<file path="config.mk">
export PLATFORM = sky130hd
export DESIGN_NAME = hazard_stall_ctrl
export DESIGN_NICKNAME = d
export VERILOG_FILES = /design/src/rtl/hazard_stall_ctrl.sv
export SDC_FILE = /design/constraint.sdc
export NUM_CORES = 1
export LEC_CHECK = 0
export ABC_CLOCK_PERIOD_IN_PS = 4200
export CAP_MARGIN = 20
export CORE_MARGIN = 8
export CORE_UTILIZATION = 34
export DETAILED_ROUTE_END_ITERATION = 10
export MAX_ROUTING_LAYER = met4
export PLACE_DENSITY = 0.84
export SLEW_MARGIN = 20
export SYNTH_ARGS = -nofsm -noshare
export SYNTH_HDL_FRONTEND = slang
export SYNTH_SLANG_ARGS = --single-unit
export TNS_END_PERCENT = 5
</file>
<file path="constraint.sdc">
create_clock -name clk -period 4.2 [get_ports clk]
set_clock_uncertainty 0.2 [all_clocks]
set_input_delay 0.84 -clock clk [delete_from_list [all_inputs] [get_ports clk]]
set_output_delay 0.84 -clock clk [all_outputs]
set_load 0.02 [all_outputs]
</file>
<file path="src/rtl/hazard_stall_ctrl.sv">
// Hazard sequencer beside ID: load-use / branch-operand stalls, branch/jump flush, DMEM freeze.
// Optional HAZARD_PERF_EN builds saturating stall/flush performance counters.
module hazard_stall_ctrl #(
  parameter int LU_STALLS     = 1,
  parameter int BR_ALU_STALLS = 1,
  parameter int BR_LD_STALLS  = 2
) (
  input  logic        clk,
  input  logic        reset,
  input  logic [4:0]  ID_RegRs,
  input  logic [4:0]  ID_RegRt,
  input  logic        ID_UsesRt,
  input  logic        ID_Branch,
  input  logic        ID_BranchTaken,
  input  logic        ID_Jump,
  input  logic        EX_MemRead,
  input  logic        EX_RegWrite,
  input  logic [4:0]  EX_WriteReg,
  input  logic        MEM_MemRead,
  input  logic [4:0]  MEM_WriteReg,
  input  logic        DMEM_Busy,
  output logic        PC_Write,
  output logic        IFID_Write,
  output logic        IFID_Flush,
  output logic        IDEX_Bubble,
  output logic        Pipe_Freeze,
  output logic [1:0]  Stall_Cnt,
  output logic [31:0] Perf_StallCycles,
  output logic [31:0] Perf_Flushes
);

  typedef enum logic [1:0] {RUN, STALL, FREEZE} state_t;

  state_t     state, saved_state, eff_state;
  logic [1:0] cnt;
  logic [2:0] n;
  logic       ex_match, mem_match, hazard, stall, flush;

  function automatic logic src_match(input logic [4:0] r);
    return (r != 5'd0) && ((r == ID_RegRs) || (ID_UsesRt && (r == ID_RegRt)));
  endfunction

  assign ex_match  = src_match(EX_WriteReg);
  assign mem_match = src_match(MEM_WriteReg);

  // Largest required bubble count among all hazards that apply this cycle
  always_comb begin
    n = 3'd0;
    if (EX_MemRead && ex_match && (3'(LU_STALLS) > n))
      n = 3'(LU_STALLS);
    if (ID_Branch && EX_MemRead && ex_match && (3'(BR_LD_STALLS) > n))
      n = 3'(BR_LD_STALLS);
    if (ID_Branch && MEM_MemRead && mem_match && (3'd1 > n))
      n = 3'd1;
    if (ID_Branch && EX_RegWrite && !EX_MemRead && ex_match && (3'(BR_ALU_STALLS) > n))
      n = 3'(BR_ALU_STALLS);
  end

  // After a freeze the pipe behaves exactly as the state it was frozen in
  assign eff_state = (state == FREEZE) ? saved_state : state;
  assign hazard    = (eff_state == RUN) && (n != 3'd0);
  assign stall     = !DMEM_Busy && ((eff_state == STALL) || hazard);
  assign flush     = !DMEM_Busy && (eff_state == RUN) && !hazard &&
                     (ID_Jump || (ID_Branch && ID_BranchTaken));

  always_comb begin
    PC_Write    = 1'b1;
    IFID_Write  = 1'b1;
    IFID_Flush  = 1'b0;
    IDEX_Bubble = 1'b0;
    Pipe_Freeze = 1'b0;
    if (!reset) begin
      PC_Write    = !DMEM_Busy && !stall;
      IFID_Write  = !DMEM_Busy && !stall;
      IFID_Flush  = flush;
      IDEX_Bubble = stall;
      Pipe_Freeze = DMEM_Busy;
    end
  end

  assign Stall_Cnt = cnt;

  always_ff @(posedge clk or posedge reset) begin
    if (reset) begin
      state       <= RUN;
      saved_state <= RUN;
      cnt         <= 2'd0;
    end else if (DMEM_Busy) begin
      state       <= FREEZE;
      saved_state <= eff_state;
    end else begin
      case (eff_state)
        STALL: begin
          if (cnt <= 2'd1) begin
            state <= RUN;
            cnt   <= 2'd0;
          end else begin
            state <= STALL;
            cnt   <= cnt - 2'd1;
          end
        end
        default: begin
          if (hazard && (n > 3'd1)) begin
            state <= STALL;
            cnt   <= 2'(n - 3'd1);
          end else begin
            state <= RUN;
            cnt   <= 2'd0;
          end
        end
      endcase
    end
  end

`ifdef HAZARD_PERF_EN
  logic [31:0] stall_cycles, flushes;

  // stall/flush are already suppressed while the pipe is frozen
  always_ff @(posedge clk or posedge reset) begin
    if (reset) begin
      stall_cycles <= 32'd0;
      flushes      <= 32'd0;
    end else begin
      if (stall && (stall_cycles != 32'hFFFF_FFFF))
        stall_cycles <= stall_cycles + 32'd1;
      if (flush && (flushes != 32'hFFFF_FFFF))
        flushes <= flushes + 32'd1;
    end
  end

  assign Perf_StallCycles = stall_cycles;
  assign Perf_Flushes     = flushes;
`else
  assign Perf_StallCycles = 32'd0;
  assign Perf_Flushes     = 32'd0;
`endif

endmodule

</file>
==> reports/results.tsv <==
stage	metric	value	unit
synth	synth_area_leader_cell	buf_4	
die	rows	21	
die	die_area	5460	um2
sta	finalCriticalPeriod	4.03	ns
grt	grt_pass1_vias	946	
layout	nets	226	
drt	vias_per_cell	3.87	
die	initial_utilization	0.347	
sta	rsz0062_at_grt	false	
layout	multi_input_area	723	um2
drt	wirelength	2860	um
synth	ys_ff_latch	6	
synth	yosys.cell_types.count	32	
pwr	power_density	178	nW/um2
sta	final_hold_viol_count	0	
pwr	power_leakage	0.000654	uW
setup_path	endpoint_kind	output port	
layout	layout.cells.non_filler	239	
grt	antenna_found_initial	0	
clock_network	clock-sinks	6	
synth	synth-main-ff-cell	dfrtp_1	
drt	first_pass_iters	4	
placement	dp.cells	236	
synth	yosys-top-cells-area	buf_4 43%, xnor2_1 15%, dfrtp_1 13%	
synth	synth-edff-count	0	
drt	drt_iter0_markers	90	
sta	setup_viol	0	
drt	vias	925	
synth	synth_area_per_cell	8.08	um2
clock_network	cts_buffers	3	
grt	gr-total-overflow	0	
drt	ant_nets	0	
setup_path	cp.required	3.16	ns
setup_path	critPathLaunchType	primary input	
layout	seqCellArea	150	um2
sta	slew_viol_final	0	
grt	grt_first_pass_wirelength	4090	um
min_path	worstHoldPathType	reg2reg	
setup_path	critPathKind	in2out	
job	cap_violations	0	
die	io_pins	101	
clock_network	cts_buffer_depth	2	
layout	area_growth	24.7	%
layout	drive_above_1_share	0.135	
clock_network	cts-htree-levels	1	
die	fp.dieW	73.9	um
synth	syn_inst	141	
pwr	power	253	uW
grt	grtUsageTotal	0.0980	
synth	synth.cell_area	1140	um2
sta	max_freq	248	MHz
outcome	status	completed	
placement	gp_congestion	0.829	
setup_path	worstPathMaxFanout	3	
die	core_area	3280	um2
clock_network	root_buffer	clkbuf_4	
clock_network	cts.clk_slew.worst_paths	0.05	ns
setup_path	critical_path_arrival	2.99	ns
grt	grt_start_max_net_pins	11	
placement	port_buffers	36	
pwr	ir_worst_vdd	0.0590	mV
synth	yosysWarningCount	0	
clock_network	insertion_delay	0.24	ns
clock_network	post_cts_buffers	0	
synth	ys_seq_area_frac	0.132	
drt	drc_errors	0	
layout	n_antenna_cell	0	
sta	final.period_utilization	0.960	
clock_network	cts_tree	done	
synth	synth_top_area_frac	0.435	
synth	async_reset_ff_frac	1.00	
placement	hpwl	2650	um
drt	routedWlPerCell	12.0	um
layout	n_fill_cell	352	
die	fp.dieH	73.9	um
-- registers in the layout, summed over array words and instances (netlist names) --
register	cells
Stall_Cnt	2
state	2
saved_state	2
-- cells in the mapped netlist (2+ instances only) --
cell type	count
nand3_1	2
xnor2_1	20
dfrtp_1	6
nor2_1	2
nor3_1	2
nand2_1	10
nand4_1	2
inv_1	2
a21oi_1	4
buf_4	66
o21ai_0	3
nor2b_1	2
-- cell usage in the layout (no fill, tap or decap), drive strengths merged, types with 3 or more instances in the layout --
master         count
xnor2             20
conb              64
nand4              3
clkbuf             7
dfrtp              6
a21oi              4
clkdlybuf4s50     32
nand2             10
o21ai              3
buf               16
-- report_power, final --
group | leakage, uW | total, uW | internal, uW | switching, uW
sequential | 0.0000815 | 59.1 | 58.5 | 0.573
clock | 0.0000138 | 52.9 | 32.3 | 20.6
combinational | 0.000559 | 141 | 53.3 | 87.4
total | 0.000654 | 253 | 144 | 108
-- critical path: stages --
cell,delay [ns]
clkdlybuf4s50_1,0.43
or3_1,0.40
o311a_1,0.29
a32o_1,0.20
o211ai_1,0.09
ha_1,0.21
nand3b_1,0.10
a31oi_1,0.22
clkbuf_2,0.21
-- final timing paths --
path	slack [ns]	to	depth (start not counted)	from
max reg2reg	2.69	Stall_Cnt[0]	4	state[0]
min	0.35	saved_state[0]	1	saved_state[0]
max	0.17	PC_Write	9	MEM_WriteReg[1]
min in group asynchronous	0.73	saved_state[0]	2	reset
min reg2reg	0.35	saved_state[0]	1	saved_state[0]
max in group asynchronous	2.87	state[1]	2	reset
-- kinds of logic after synthesis --
logic type / share of synthesized area
other cells: 0.00329
buf+inv: 0.441
xor+xnor: 0.154
compound gates: 0.121
flops: 0.132
simple gates: 0.138
fa+ha+maj: 0.0110
-- stage by stage --
stage	area (um2)	setup WS, ns	setup TNS, ns	utilization	hold slack (ns)
2_1_floorplan	1380	0.359	0	-	0.293
3_5_place_dp	1420	-0.264	-0.913	0.432	0.335
5_1_grt	1420	0.0211	0	0.433	0.370
6_report	1420	0.168	0	0.433	0.351
4_1_cts	1440	0.0296	0	0.437	0.345
3_3_place_gp	1420	-0.258	-0.913	0.432	0.330
-- timing repair --
item | in CTS | in global routing
endpoints found under the setup margin | 4 | 4
gates resized for setup | 4 | 12
hold buffers | 0 | 0
-- area by class of cell --
| type | count | share of cell area |
|---|---|---|
| clock buffers | 3 | 0.0158 |
| inverters | 2 | 0.00528 |
| multi-input cells | 130 | 0.509 |
| flip-flops and latches | 6 | 0.106 |
| well taps | 46 | 0.0405 |
| repair buffers | 52 | 0.324 |
-- metal layers --
| layer | part of all wire | vias to the layer above | routed length [um] | global-route usage |
|---|---|---|---|---|
| met3 | 0.11 | 10 | 324 | 0.0177 |
| li1 | - | 450 | - | - |
| met4 | 0.038 | 0 | 110 | 0.0599 |
| met1 | 0.34 | 405 | 965 | 0.0990 |
| met2 | 0.51 | 60 | 1460 | 0.171 |
| met5 | 0 | - | 0 | - |
(Power assumes the default switching activity.)
